[src/rtl/fp_div.sv]
`default_nettype none
// ============================================================================
// Module   : fp_div
// Purpose  : Iterative IEEE-754-style divider, one quotient bit per clock,
//            restoring shift-subtract, valid/ready on both sides.
//            Optional macro FP_DIV_FLAGS_EN adds the registered flags port.
// Revision : 1.0
// ============================================================================
module fp_div #(
  parameter int E_WIDTH = 8,
  parameter int M_WIDTH = 23,
  localparam int I_WIDTH = E_WIDTH + M_WIDTH + 1
) (
  input  logic               clk,
  input  logic               rst,
  input  logic               in_valid,
  output logic               in_ready,
  input  logic [I_WIDTH-1:0] a,
  input  logic [I_WIDTH-1:0] b,
  output logic               out_valid,
  input  logic               out_ready,
  output logic [I_WIDTH-1:0] out
`ifdef FP_DIV_FLAGS_EN
  ,
  output logic [3:0]         flags
`endif
);

  localparam int S_WIDTH = M_WIDTH + 1;
  localparam int Q_WIDTH = M_WIDTH + 3;
  localparam int R_WIDTH = M_WIDTH + 2;
  localparam int X_WIDTH = E_WIDTH + 2;
  localparam int C_WIDTH = $clog2(Q_WIDTH + 1);

  localparam logic signed [X_WIDTH-1:0] BIAS      = X_WIDTH'((1 << (E_WIDTH - 1)) - 1);
  localparam logic signed [X_WIDTH-1:0] EXP_MAX   = X_WIDTH'((1 << E_WIDTH) - 1);
  localparam logic signed [X_WIDTH-1:0] EXP_ZERO  = '0;
  localparam logic signed [X_WIDTH-1:0] EXP_ONE   = X_WIDTH'(1);
  localparam logic [C_WIDTH-1:0]        LAST_ITER = C_WIDTH'(Q_WIDTH - 1);
  localparam logic [I_WIDTH-1:0]        QNAN      = {1'b0, {E_WIDTH{1'b1}}, 1'b1, {(M_WIDTH-1){1'b0}}};

  typedef enum logic [2:0] {
    IDLE  = 3'd0,
    DIV   = 3'd1,
    ROUND = 3'd2,
    SPEC  = 3'd3,
    DONE  = 3'd4
  } state_t;

  state_t                      state_q, state_d;
  logic [C_WIDTH-1:0]          cnt_q, cnt_d;
  logic [R_WIDTH-1:0]          rem_q, rem_d;
  logic [S_WIDTH-1:0]          div_q, div_d;
  logic [Q_WIDTH-1:0]          q_q, q_d;
  logic signed [X_WIDTH-1:0]   exp_q, exp_d;
  logic                        sign_q, sign_d;
  logic [I_WIDTH-1:0]          spec_res_q, spec_res_d;
  logic [I_WIDTH-1:0]          out_q, out_d;
  logic                        out_valid_q, out_valid_d;
  logic                        in_ready_q, in_ready_d;
`ifdef FP_DIV_FLAGS_EN
  logic [3:0]                  flags_q, flags_d;
  logic [3:0]                  spec_flg_q, spec_flg_d;
  logic [3:0]                  w_spec_flg;
  logic [3:0]                  w_round_flg;
`endif

  // Operand field decode
  logic                        w_sign_a, w_sign_b, w_sign;
  logic [E_WIDTH-1:0]          w_exp_a, w_exp_b;
  logic [M_WIDTH-1:0]          w_man_a, w_man_b;
  logic                        w_a_zero, w_b_zero, w_a_inf, w_b_inf, w_a_nan, w_b_nan;
  logic signed [X_WIDTH-1:0]   w_exp_init;

  assign w_sign_a   = a[I_WIDTH-1];
  assign w_sign_b   = b[I_WIDTH-1];
  assign w_sign     = w_sign_a ^ w_sign_b;
  assign w_exp_a    = a[I_WIDTH-2 -: E_WIDTH];
  assign w_exp_b    = b[I_WIDTH-2 -: E_WIDTH];
  assign w_man_a    = a[M_WIDTH-1:0];
  assign w_man_b    = b[M_WIDTH-1:0];
  assign w_a_zero   = (w_exp_a == '0);
  assign w_b_zero   = (w_exp_b == '0);
  assign w_a_nan    = (&w_exp_a) && (|w_man_a);
  assign w_b_nan    = (&w_exp_b) && (|w_man_b);
  assign w_a_inf    = (&w_exp_a) && !(|w_man_a);
  assign w_b_inf    = (&w_exp_b) && !(|w_man_b);
  assign w_exp_init = $signed({2'b00, w_exp_a}) - $signed({2'b00, w_exp_b}) + BIAS;

  logic               w_spec_hit;
  logic [I_WIDTH-1:0] w_spec_res;

  // Special-case priority chain; flags order is {invalid, div_by_zero, overflow, underflow}
  always_comb begin
    w_spec_hit = 1'b1;
    w_spec_res = '0;
`ifdef FP_DIV_FLAGS_EN
    w_spec_flg = 4'b0000;
`endif
    if (w_a_nan || w_b_nan || (w_a_inf && w_b_inf) || (w_a_zero && w_b_zero)) begin
      w_spec_res = QNAN;
`ifdef FP_DIV_FLAGS_EN
      w_spec_flg = 4'b1000;
`endif
    end else if (w_b_zero) begin
      w_spec_res = {w_sign, {E_WIDTH{1'b1}}, {M_WIDTH{1'b0}}};
`ifdef FP_DIV_FLAGS_EN
      w_spec_flg = 4'b0100;
`endif
    end else if (w_a_inf) begin
      w_spec_res = {w_sign, {E_WIDTH{1'b1}}, {M_WIDTH{1'b0}}};
    end else if (w_a_zero || w_b_inf) begin
      w_spec_res = '0;
    end else begin
      w_spec_hit = 1'b0;
    end
  end

  // One restoring step
  logic               w_ge;
  logic [R_WIDTH-1:0] w_diff;

  assign w_ge   = (rem_q >= {1'b0, div_q});
  assign w_diff = w_ge ? (rem_q - {1'b0, div_q}) : rem_q;

  // Normalize, round to nearest even, range check
  logic                      w_norm, w_guard, w_sticky, w_carry;
  logic [S_WIDTH-1:0]        w_kept;
  logic [S_WIDTH:0]          w_rnd;
  logic [M_WIDTH-1:0]        w_frac;
  logic signed [X_WIDTH-1:0] w_exp_n, w_exp_r;
  logic [I_WIDTH-1:0]        w_round_res;

  always_comb begin
    w_norm   = q_q[Q_WIDTH-1];
    w_kept   = w_norm ? q_q[Q_WIDTH-1 -: S_WIDTH] : q_q[Q_WIDTH-2 -: S_WIDTH];
    w_guard  = w_norm ? q_q[1] : q_q[0];
    w_sticky = (|rem_q) | (w_norm & q_q[0]);
    w_exp_n  = w_norm ? exp_q : (exp_q - EXP_ONE);
    w_rnd    = {1'b0, w_kept} + (S_WIDTH+1)'(w_guard & (w_sticky | w_kept[0]));
    w_carry  = w_rnd[S_WIDTH];
    w_frac   = w_carry ? w_rnd[S_WIDTH-1:1] : w_rnd[M_WIDTH-1:0];
    w_exp_r  = w_carry ? (w_exp_n + EXP_ONE) : w_exp_n;
`ifdef FP_DIV_FLAGS_EN
    w_round_flg = 4'b0000;
`endif
    if (w_exp_r <= EXP_ZERO) begin
      w_round_res = '0;
`ifdef FP_DIV_FLAGS_EN
      w_round_flg = 4'b0001;
`endif
    end else if (w_exp_r >= EXP_MAX) begin
      w_round_res = {sign_q, {E_WIDTH{1'b1}}, {M_WIDTH{1'b0}}};
`ifdef FP_DIV_FLAGS_EN
      w_round_flg = 4'b0010;
`endif
    end else begin
      w_round_res = {sign_q, w_exp_r[E_WIDTH-1:0], w_frac};
    end
  end

  always_comb begin
    state_d     = state_q;
    cnt_d       = cnt_q;
    rem_d       = rem_q;
    div_d       = div_q;
    q_d         = q_q;
    exp_d       = exp_q;
    sign_d      = sign_q;
    spec_res_d  = spec_res_q;
    out_d       = out_q;
    out_valid_d = out_valid_q;
    in_ready_d  = in_ready_q;
`ifdef FP_DIV_FLAGS_EN
    flags_d     = flags_q;
    spec_flg_d  = spec_flg_q;
`endif
    case (state_q)
      IDLE: begin
        if (in_valid) begin
          sign_d     = w_sign;
          in_ready_d = 1'b0;
          if (w_spec_hit) begin
            spec_res_d = w_spec_res;
`ifdef FP_DIV_FLAGS_EN
            spec_flg_d = w_spec_flg;
`endif
            state_d    = SPEC;
          end else begin
            rem_d   = {1'b0, 1'b1, w_man_a};
            div_d   = {1'b1, w_man_b};
            exp_d   = w_exp_init;
            q_d     = '0;
            cnt_d   = '0;
            state_d = DIV;
          end
        end
      end
      DIV: begin
        q_d   = {q_q[Q_WIDTH-2:0], w_ge};
        rem_d = w_diff << 1;
        if (cnt_q == LAST_ITER) begin
          state_d = ROUND;
        end else begin
          cnt_d = cnt_q + 1'b1;
        end
      end
      ROUND: begin
        out_d       = w_round_res;
`ifdef FP_DIV_FLAGS_EN
        flags_d     = w_round_flg;
`endif
        out_valid_d = 1'b1;
        state_d     = DONE;
      end
      SPEC: begin
        out_d       = spec_res_q;
`ifdef FP_DIV_FLAGS_EN
        flags_d     = spec_flg_q;
`endif
        out_valid_d = 1'b1;
        state_d     = DONE;
      end
      DONE: begin
        if (out_ready) begin
          out_valid_d = 1'b0;
          in_ready_d  = 1'b1;
          state_d     = IDLE;
        end
      end
      default: begin
        out_valid_d = 1'b0;
        in_ready_d  = 1'b1;
        state_d     = IDLE;
      end
    endcase
  end

  always_ff @(posedge clk) begin
    if (rst) begin
      state_q     <= IDLE;
      cnt_q       <= '0;
      rem_q       <= '0;
      div_q       <= '0;
      q_q         <= '0;
      exp_q       <= '0;
      sign_q      <= 1'b0;
      spec_res_q  <= '0;
      out_q       <= '0;
      out_valid_q <= 1'b0;
      in_ready_q  <= 1'b1;
`ifdef FP_DIV_FLAGS_EN
      flags_q     <= 4'b0000;
      spec_flg_q  <= 4'b0000;
`endif
    end else begin
      state_q     <= state_d;
      cnt_q       <= cnt_d;
      rem_q       <= rem_d;
      div_q       <= div_d;
      q_q         <= q_d;
      exp_q       <= exp_d;
      sign_q      <= sign_d;
      spec_res_q  <= spec_res_d;
      out_q       <= out_d;
      out_valid_q <= out_valid_d;
      in_ready_q  <= in_ready_d;
`ifdef FP_DIV_FLAGS_EN
      flags_q     <= flags_d;
      spec_flg_q  <= spec_flg_d;
`endif
    end
  end

  assign in_ready  = in_ready_q;
  assign out_valid = out_valid_q;
  assign out       = out_q;
`ifdef FP_DIV_FLAGS_EN
  assign flags     = flags_q;
`endif

endmodule
`default_nettype wire

[config.mk]
export PLATFORM = sky130hd
export DESIGN_NAME = fp_div
export DESIGN_NICKNAME = d
export VERILOG_FILES = /design/src/rtl/fp_div.sv
export SDC_FILE = /design/constraint.sdc
export NUM_CORES = 1
export LEC_CHECK = 0
export ABC_AREA = 1
export CORE_AREA = 10 10 142 144
export CTS_CLUSTER_DIAMETER = 200
export DETAILED_ROUTE_END_ITERATION = 6
export DIE_AREA = 0 0 152 154
export GPL_TIMING_DRIVEN = 0
export MAX_ROUTING_LAYER = met4
export PLACE_DENSITY = 0.79
export SYNTH_ARGS = -nofsm -noshare
export SYNTH_HDL_FRONTEND = slang
export SYNTH_SLANG_ARGS = --single-unit
[constraint.sdc]
create_clock -name clk -period 5.4 [get_ports clk]
set_clock_uncertainty 0.2 [all_clocks]
set_input_delay 0.81 -clock clk [delete_from_list [all_inputs] [get_ports clk]]
set_output_delay 0.81 -clock clk [all_outputs]
set_load 0.02 [all_outputs]
==> impl_metrics.ini, run 1 <==
[status]
outcome = completed

[yosys]
synth_xor_xnor_area_share_pct = 5.12
yosysMostFrequentCell = nand2_1
yosysTopAreaCellShare_pct = 27.9
synth-compound-area-share_pct = 15.5
synth_top_family_by_area = simple AND/OR/NAND/NOR gates
synth_edf_count = 0
syn_area_per_cell_um2 = 6.34
netlist_area_mm2 = 0.00941
ys.flop_type = dfxtp_1
synth_top_area_cell = dfxtp_1
yosys-top-cells-count = 411 x nand2_1, 177 x nor2_1, 137 x a21oi_1, 137 x inv_1, 131 x dfxtp_1
yosys.area_share.adder_pct = 5.48
synthCells = 1484
synth_cell_types = 51
synth-simple-area-share_pct = 36.4
synthMuxAreaShare_pct = 0
yosysSeqAreaShare_pct = 27.9
async_reset_ff_share_pct = 0
synth_seq_cells = 131
yosys_warnings = 0
yosys-top-cells-area = dfxtp_1 28%, nand2_1 16%, a21oi_1 7.3%
synth.net_count = 1592

[layout]
diodes = 0
fin_nets = 1711
syn2layout_area_growth_pct = 20.9
final_layout_size_suffix_gt1_share_pct = 7.55

[clock_tree]
cts_sinks = 131
postCtsSetupBuffers = 0
clkTransAtPathRegs_ns = 0.06
max-clock-path-buffers = 2
ctsHoldBuffers = 0
cts_resized = 0
numCtsBuffers = 17
clock_latency_ns = 0.43
cts_tree = yes
h-tree-depth = 4
root_buffer = clkbuf_16

[floorplanning]
ioPinCount = 102
initial_core_util_pct = 54.8
core-area_mm2 = 0.0172
die_h_um = 154
die_area_mm2 = 0.0234
rows = 48
die_x_um = 152

[place]
port_buffers = 100
gp_congestion = 0.958
dp.final_hpwl_um = 22700

[timing]
totalNegativeSetupSlack_ns = 0
slew_violations = 0
timing.final.hold_violations = 0
worst-slew-pin-transition_ns = 0.716
holdWs_ns = 0.266
setup_viol = 0
period_share_pct = 83.1
slew_headroom_pct = 51.8
clock.fmax_mhz = 223
period_minus_slack_ns = 4.49
rsz0062_at_grt = false

[drt]
dr.pass1.iters = 5
antenna_left = 0
vias = 9825
drcViolationCount = 0
avgRoutedWirePerCell_um = 15.7
vias_per_cell = 5.34
drtIter0Drc = 606
drt-total-wl_um = 28800

[worst_setup_path]
crit_type = in2reg
required_ns = 5.56
startpoint_type = input pin
crit_path_end_kind = flip-flop
worst-path-max-fanout = 10
cp.arrival_ns = 4.65

[power]
switching_share_pct = 49.3
p_seq_share_pct = 19.6
peakVddDrop_uv = 365
cellPowerDensity_mw_per_mm2 = 618
clkPwrFrac_pct = 19.4
internal_power_mw = 3.57
combPwrFrac_pct = 61.1
leakagePower_nw = 4.79
p_sw_mw = 3.46

[global_route]
antenna_found_initial = 0
grt_pass1_vias = 9363
grt_max_degree = 17
overflow = 0
grt_pass1_wl_um = 46300
grt_use_total_pct = 24.2

[min_path]
hold_path.class = reg2reg

[job]
maxCapViolCount = 0
==> registers in the layout (all words and copies together), names as in the netlist <==
name        cells
div_q          24
q_q            26
exp_q          10
rem_q          25
state_q         3
cnt_q           5
spec_res_q      3
in_ready        1
out_valid       1
out            32
sign_q          1
==> final cells by class <==
| cell class | instances | area (um2) |
|---|---|---|
| sequential | 131 | 2620 |
| buffer | 62 | 349 |
| tap | 225 | 282 |
| fill | 1622 | 5800 |
| multi-input combinational | 1145 | 5890 |
| timing repair buffer | 100 | 1000 |
| inverter | 146 | 553 |
| clock inverter | 12 | 224 |
| clock buffer | 20 | 457 |
==> metrics by stage <==
step                      utilization [%]  power (mW)  setup WS, ns  cell area (um2)  cells
after detailed placement             62.3        5.58         0.555            10700   1809
after global placement               62.3        5.53         0.597            10700   1809
after CTS                            66.2        6.96         0.995            11400   1841
after floorplan                         -        4.56          2.52             9410   1484
after global routing                 66.2        7.59         0.602            11400   1841
final                                66.2        7.03         0.914            11400   1841
==> critical path, stage by stage <==
cell and delay, ns:
clkdlybuf4s50_1 0.42, nor2_1 0.17, nand3_1 0.10, nor4_1 0.56
nand4_1 0.38, o21ai_0 0.24, o21ai_0 0.19, nor2_1 0.17
nand3_1 0.45, nand2_1 0.39, clkbuf_1 0.48, o21ai_0 0.16
nor2_1 0.13
==> power groups by stage <==
stage | combinational, mW | sequential [mW] | clock (mW)
5_1_grt | 4.79 | 1.40 | 1.40
2_1_floorplan | 3.19 | 1.37 | 0
4_1_cts | 4.23 | 1.37 | 1.36
6_report | 4.29 | 1.37 | 1.36
3_5_place_dp | 4.19 | 1.39 | 0
3_3_place_gp | 4.14 | 1.38 | 0
==> placed cells by master, fill, tap and decap left out, types with 5 or more instances in the layout <==
| cell | n |
|---|---|
| nor2_2 | 10 |
| nand2_2 | 14 |
| buf_6 | 12 |
| clkbuf_1 | 37 |
| clkdlybuf4s50_1 | 100 |
| buf_1 | 5 |
| o21ai_0 | 88 |
| xor2_1 | 38 |
| buf_2 | 8 |
| dfxtp_1 | 131 |
| nor2_1 | 177 |
| a21oi_1 | 137 |
| o21ai_1 | 5 |
| inv_1 | 137 |
| inv_2 | 7 |
| nor4_1 | 21 |
| a21o_1 | 5 |
| ha_1 | 38 |
| nand4_1 | 17 |
| a21oi_2 | 8 |
| nand3b_1 | 5 |
| nand3_1 | 87 |
| nand3_2 | 14 |
| nor2_4 | 7 |
| clkbuf_16 | 17 |
| nor3_1 | 8 |
| nand2_1 | 411 |
| bufinv_16 | 6 |
| xnor2_1 | 17 |
==> worst paths after layout <==
| check | startpoint | end | cells past startpoint | slack [ns] |
|---|---|---|---|---|
| setup / recovery | a[16] | rem_q[13] | 13 | 0.91 |
| hold / removal | spec_res_q[22] | spec_res_q[22] | 2 | 0.27 |
| setup reg to reg | q_q[25] | out[22] | 19 | 1.99 |
| hold reg to reg | spec_res_q[22] | spec_res_q[22] | 2 | 0.27 |
==> routing by layer <==
metal / global-route usage, % / part of all wire [%] / vias to the layer above
met5: - / 0 / -
met4: 8.94 / 3.1 / 0
met3: 4.13 / 4.7 / 61
met2: 42.5 / 49 / 262
met1: 27.0 / 43 / 4441
li1: - / - / 5061
==> kinds of logic (layout without fill, tap and decap cells) <==
kind of cell,after synthesis,count (layout)
buffers and inverters,208,340
xor gates and xnor gates,55,55
DFF,131,131
adders and majority gates,40,40
AOI/OAI and AO/OA,269,269
and+or+nand+nor,781,781
Power figures use the tool's default switching activity.
==> inputs of run 2 (changes only) <==
==> constraint.sdc (replaced) <==
create_clock -name clk -period 4.7 [get_ports clk]
set_clock_uncertainty 0.2 [all_clocks]
set_input_delay 0.705 -clock clk [delete_from_list [all_inputs] [get_ports clk]]
set_output_delay 0.705 -clock clk [all_outputs]
set_load 0.02 [all_outputs]
==> results of run 2 <==
The final DEF is identical to that of run 1. Status: completed.
Main changes from that run: setup slack after placement 0.555 ns -> -0.0397 ns; setup slack after layout 0.914 ns -> 0.319 ns; register-to-register setup slack 1.99 ns -> 1.29 ns; total power 7.03 mW -> 8.08 mW; worst IR drop on VDD 365 uV -> 420 uV
==> patch, RTL diff (config.mk and constraints of run 2) <==
`q_q` no longer has a reset.
--- a/src/rtl/fp_div.sv
+++ b/src/rtl/fp_div.sv
@@ -244,3 +244,2 @@
       div_q       <= '0;
-      q_q         <= '0;
       exp_q       <= '0;
@@ -260,3 +259,2 @@
       div_q       <= div_d;
-      q_q         <= q_d;
       exp_q       <= exp_d;
@@ -274,2 +272,6 @@
 
+  always_ff @(posedge clk) begin
+    q_q <= q_d;
+  end
+
   assign in_ready  = in_ready_q;
Formal check against the unedited RTL: same outputs for any inputs over 10 cycles, from zero or initial values and one cycle with rst high; that may be too few to reach the edited logic, so the function may still have changed.
==> patch against run 2 <==
  * Global-route usage is 0.22 points lower
  * Sequential cell count stayed put
  * Wire length is 2.5% lower
  * Die area stayed put
  * Sequential share of layout area is 2.4 points higher
  * First-iteration DRC count is 1.3% higher
  * Area after synthesis is 0.54% higher
  * Non-clock buffer count is 8 lower
  * Cell area is 0.43% lower
  * Setup slack better by 0.19 ns
Power is not compared: it rests on default switching activity, and its combinational part moved more than twofold at a synthesized area within 25%.
==> patch: results (changes against run 2) <==
H-tree depth - 4 (unchanged)
r2r setup slk - 0.90 ns (-0.39 ns)
via count - 9773 (-0.53%)
CTS clk-pin slew, worst paths - 0.06 ns (about the same)
GR Util met3 - 0.03849 (-0.002789)
Overall Global Routing Usage - 0.2398 (-0.002208)
initial antenna violation count - 0 (unchanged)
WHS Path Cells - 2 (unchanged)
worst path arrival time - 4.06 ns (-0.48 ns)
Yosys cell types - 53 (+3.9%)
FILL cells - 1639 (+1.0%)
vias in the first global route - 9355 (-0.085%)
slowest stage delay, CP - 0.75 ns (+0.19 ns)
number of flip-flops under the largest register name - 32 (unchanged)
global-route wire length before repair - 45.61 mm (-1.5%)
Power Density - 411.7 mW/mm²
status - finished clean
1st-iter DRT viols - 614 (+1.3%)
hold_sp - div_q[13]$_SDFFE_PP0P_
worst r2r dst - out[1]$_SDFFE_PP0P_
launching point of the worst reg2reg path - q_q[25]$_SDFFCE_PN0P_
post-synthesis cell count - 1435 (-3.3%)
CTS Buffer Depth - 2 (unchanged)
placed insts - 1761 (-2.7%)
number of setup buffers added after CTS - 0 (unchanged)
CP max FO - 35 (+25)
Reg2Reg Depth - 23 (+4)
RePlAce Congestion - 0.9843 (+2.8%)
post-synthesis sequential area ratio - 0.3046 (+0.02599)
clk_lat worst skew - 0.44 ns
Post-synth EDFFs - 26 (+26)
pre-CTS setup slack - -0.2206 ns (-0.1809 ns)
routed length per placed instance - 15.69 µm (+0.13%)
number of port buffers - 101 (+1.0%)
routed wire length - 28.13 mm (-2.5%)
Ys Warns - 0 (unchanged)
largest net degree at the start of global routing - 36 (+19)
ys flop type - dfxtp_1
WHS - 0.2599 ns (-0.006303 ns)
Tightest Hold Check Type - reg2reg
antenna cells - 0 (unchanged)
Root Buffer Master - clkbuf_16
met1 usage - 0.2782 (+0.007973)
GR met2 Demand/Resource - 0.4080 (-0.01700)
slew at the pin with the worst max-slew slack - 0.9058 ns (+0.1902 ns)
syn nets - 1543 (-3.1%)
dpl hpwl - 22.36 mm (-1.7%)
P_leak - 4.962 nW
layout cells sized above 1 - 0.07270 (-0.002791)
clock buffer count from CTS - 17 (unchanged)
end of the worst hold path - div_q[13]$_SDFFE_PP0P_
largest cells by area after synthesis - dfxtp_1, nand2_1, edfxtp_1, nor2_1, inv_1
area post-placement - 0.01076 mm² (+0.57%)
Final Net Count - 1663 (-2.8%)
Post-synth top cells - nand2_1, nor2_1, inv_1
## patch: worst max-delay path by stage
| stage | start | to | slack (ns) | cells after the start |
|---|---|---|---|---|
| floorplan | q_q[25]$_SDFFCE_PN0P_ | out[1]$_SDFFE_PP0P_ | 1.43 | 23 |
| global placement | b[4] | q_q[14]$_SDFFCE_PN0P_ | -0.25 | 12 |
| detailed placement | b[4] | q_q[11]$_SDFFCE_PN0P_ | -0.22 | 12 |
| CTS | b[4] | q_q[24]$_SDFFCE_PN0P_ | 0.23 | 12 |
| global route | b[4] | rem_q[11]$_SDFFE_PP0P_ | 0.1 | 14 |
| finish | b[4] | q_q[24]$_SDFFCE_PN0P_ | 0.51 | 12 |
## patch: layout make-up
type,count,area share
Buffer,53,0.02828
Multi-Input combinational cell,1071,0.4925
Sequential cell,131,0.2545
Inverter,180,0.06042
Timing Repair Buffer,101,0.08925
Tap cell,225,0.02485
Clock buffer,23,0.04407
Clock inverter,9,0.006075
## patch: cells by family after synthesis
group	synth area share
AND/OR/NAND/NOR	0.3333
AO/OA/AOI/OAI	0.1573
buffers and inverters	0.1059
flip-flops	0.3046
XOR/XNOR	0.04442
adder cells (fa/ha/maj)	0.05447
## patch: where the power goes
| part | internal, mW | leakage, nW | switching (mW) | total (mW) |
|---|---|---|---|---|
| Sequential | 1.29 | 1.13 | 0.0917 | 1.38 |
| Clock | 0.752 | 0.276 | 0.541 | 1.29 |
| Combinational | 0.687 | 3.56 | 1.31 | 1.99 |
## patch: layer usage
layer / part of all wire / up-vias
met1: 0.44 / 4443
met5: 0 / -
met4: 0.031 / 0
met2: 0.48 / 297
li1: - / 4967
met3: 0.046 / 66
## patch: what timing repair did
action / CTS / global route
endpoints found under the hold margin: 0 / 0
setup endpoints to repair: 0 / 35
resized for setup: 0 / 1
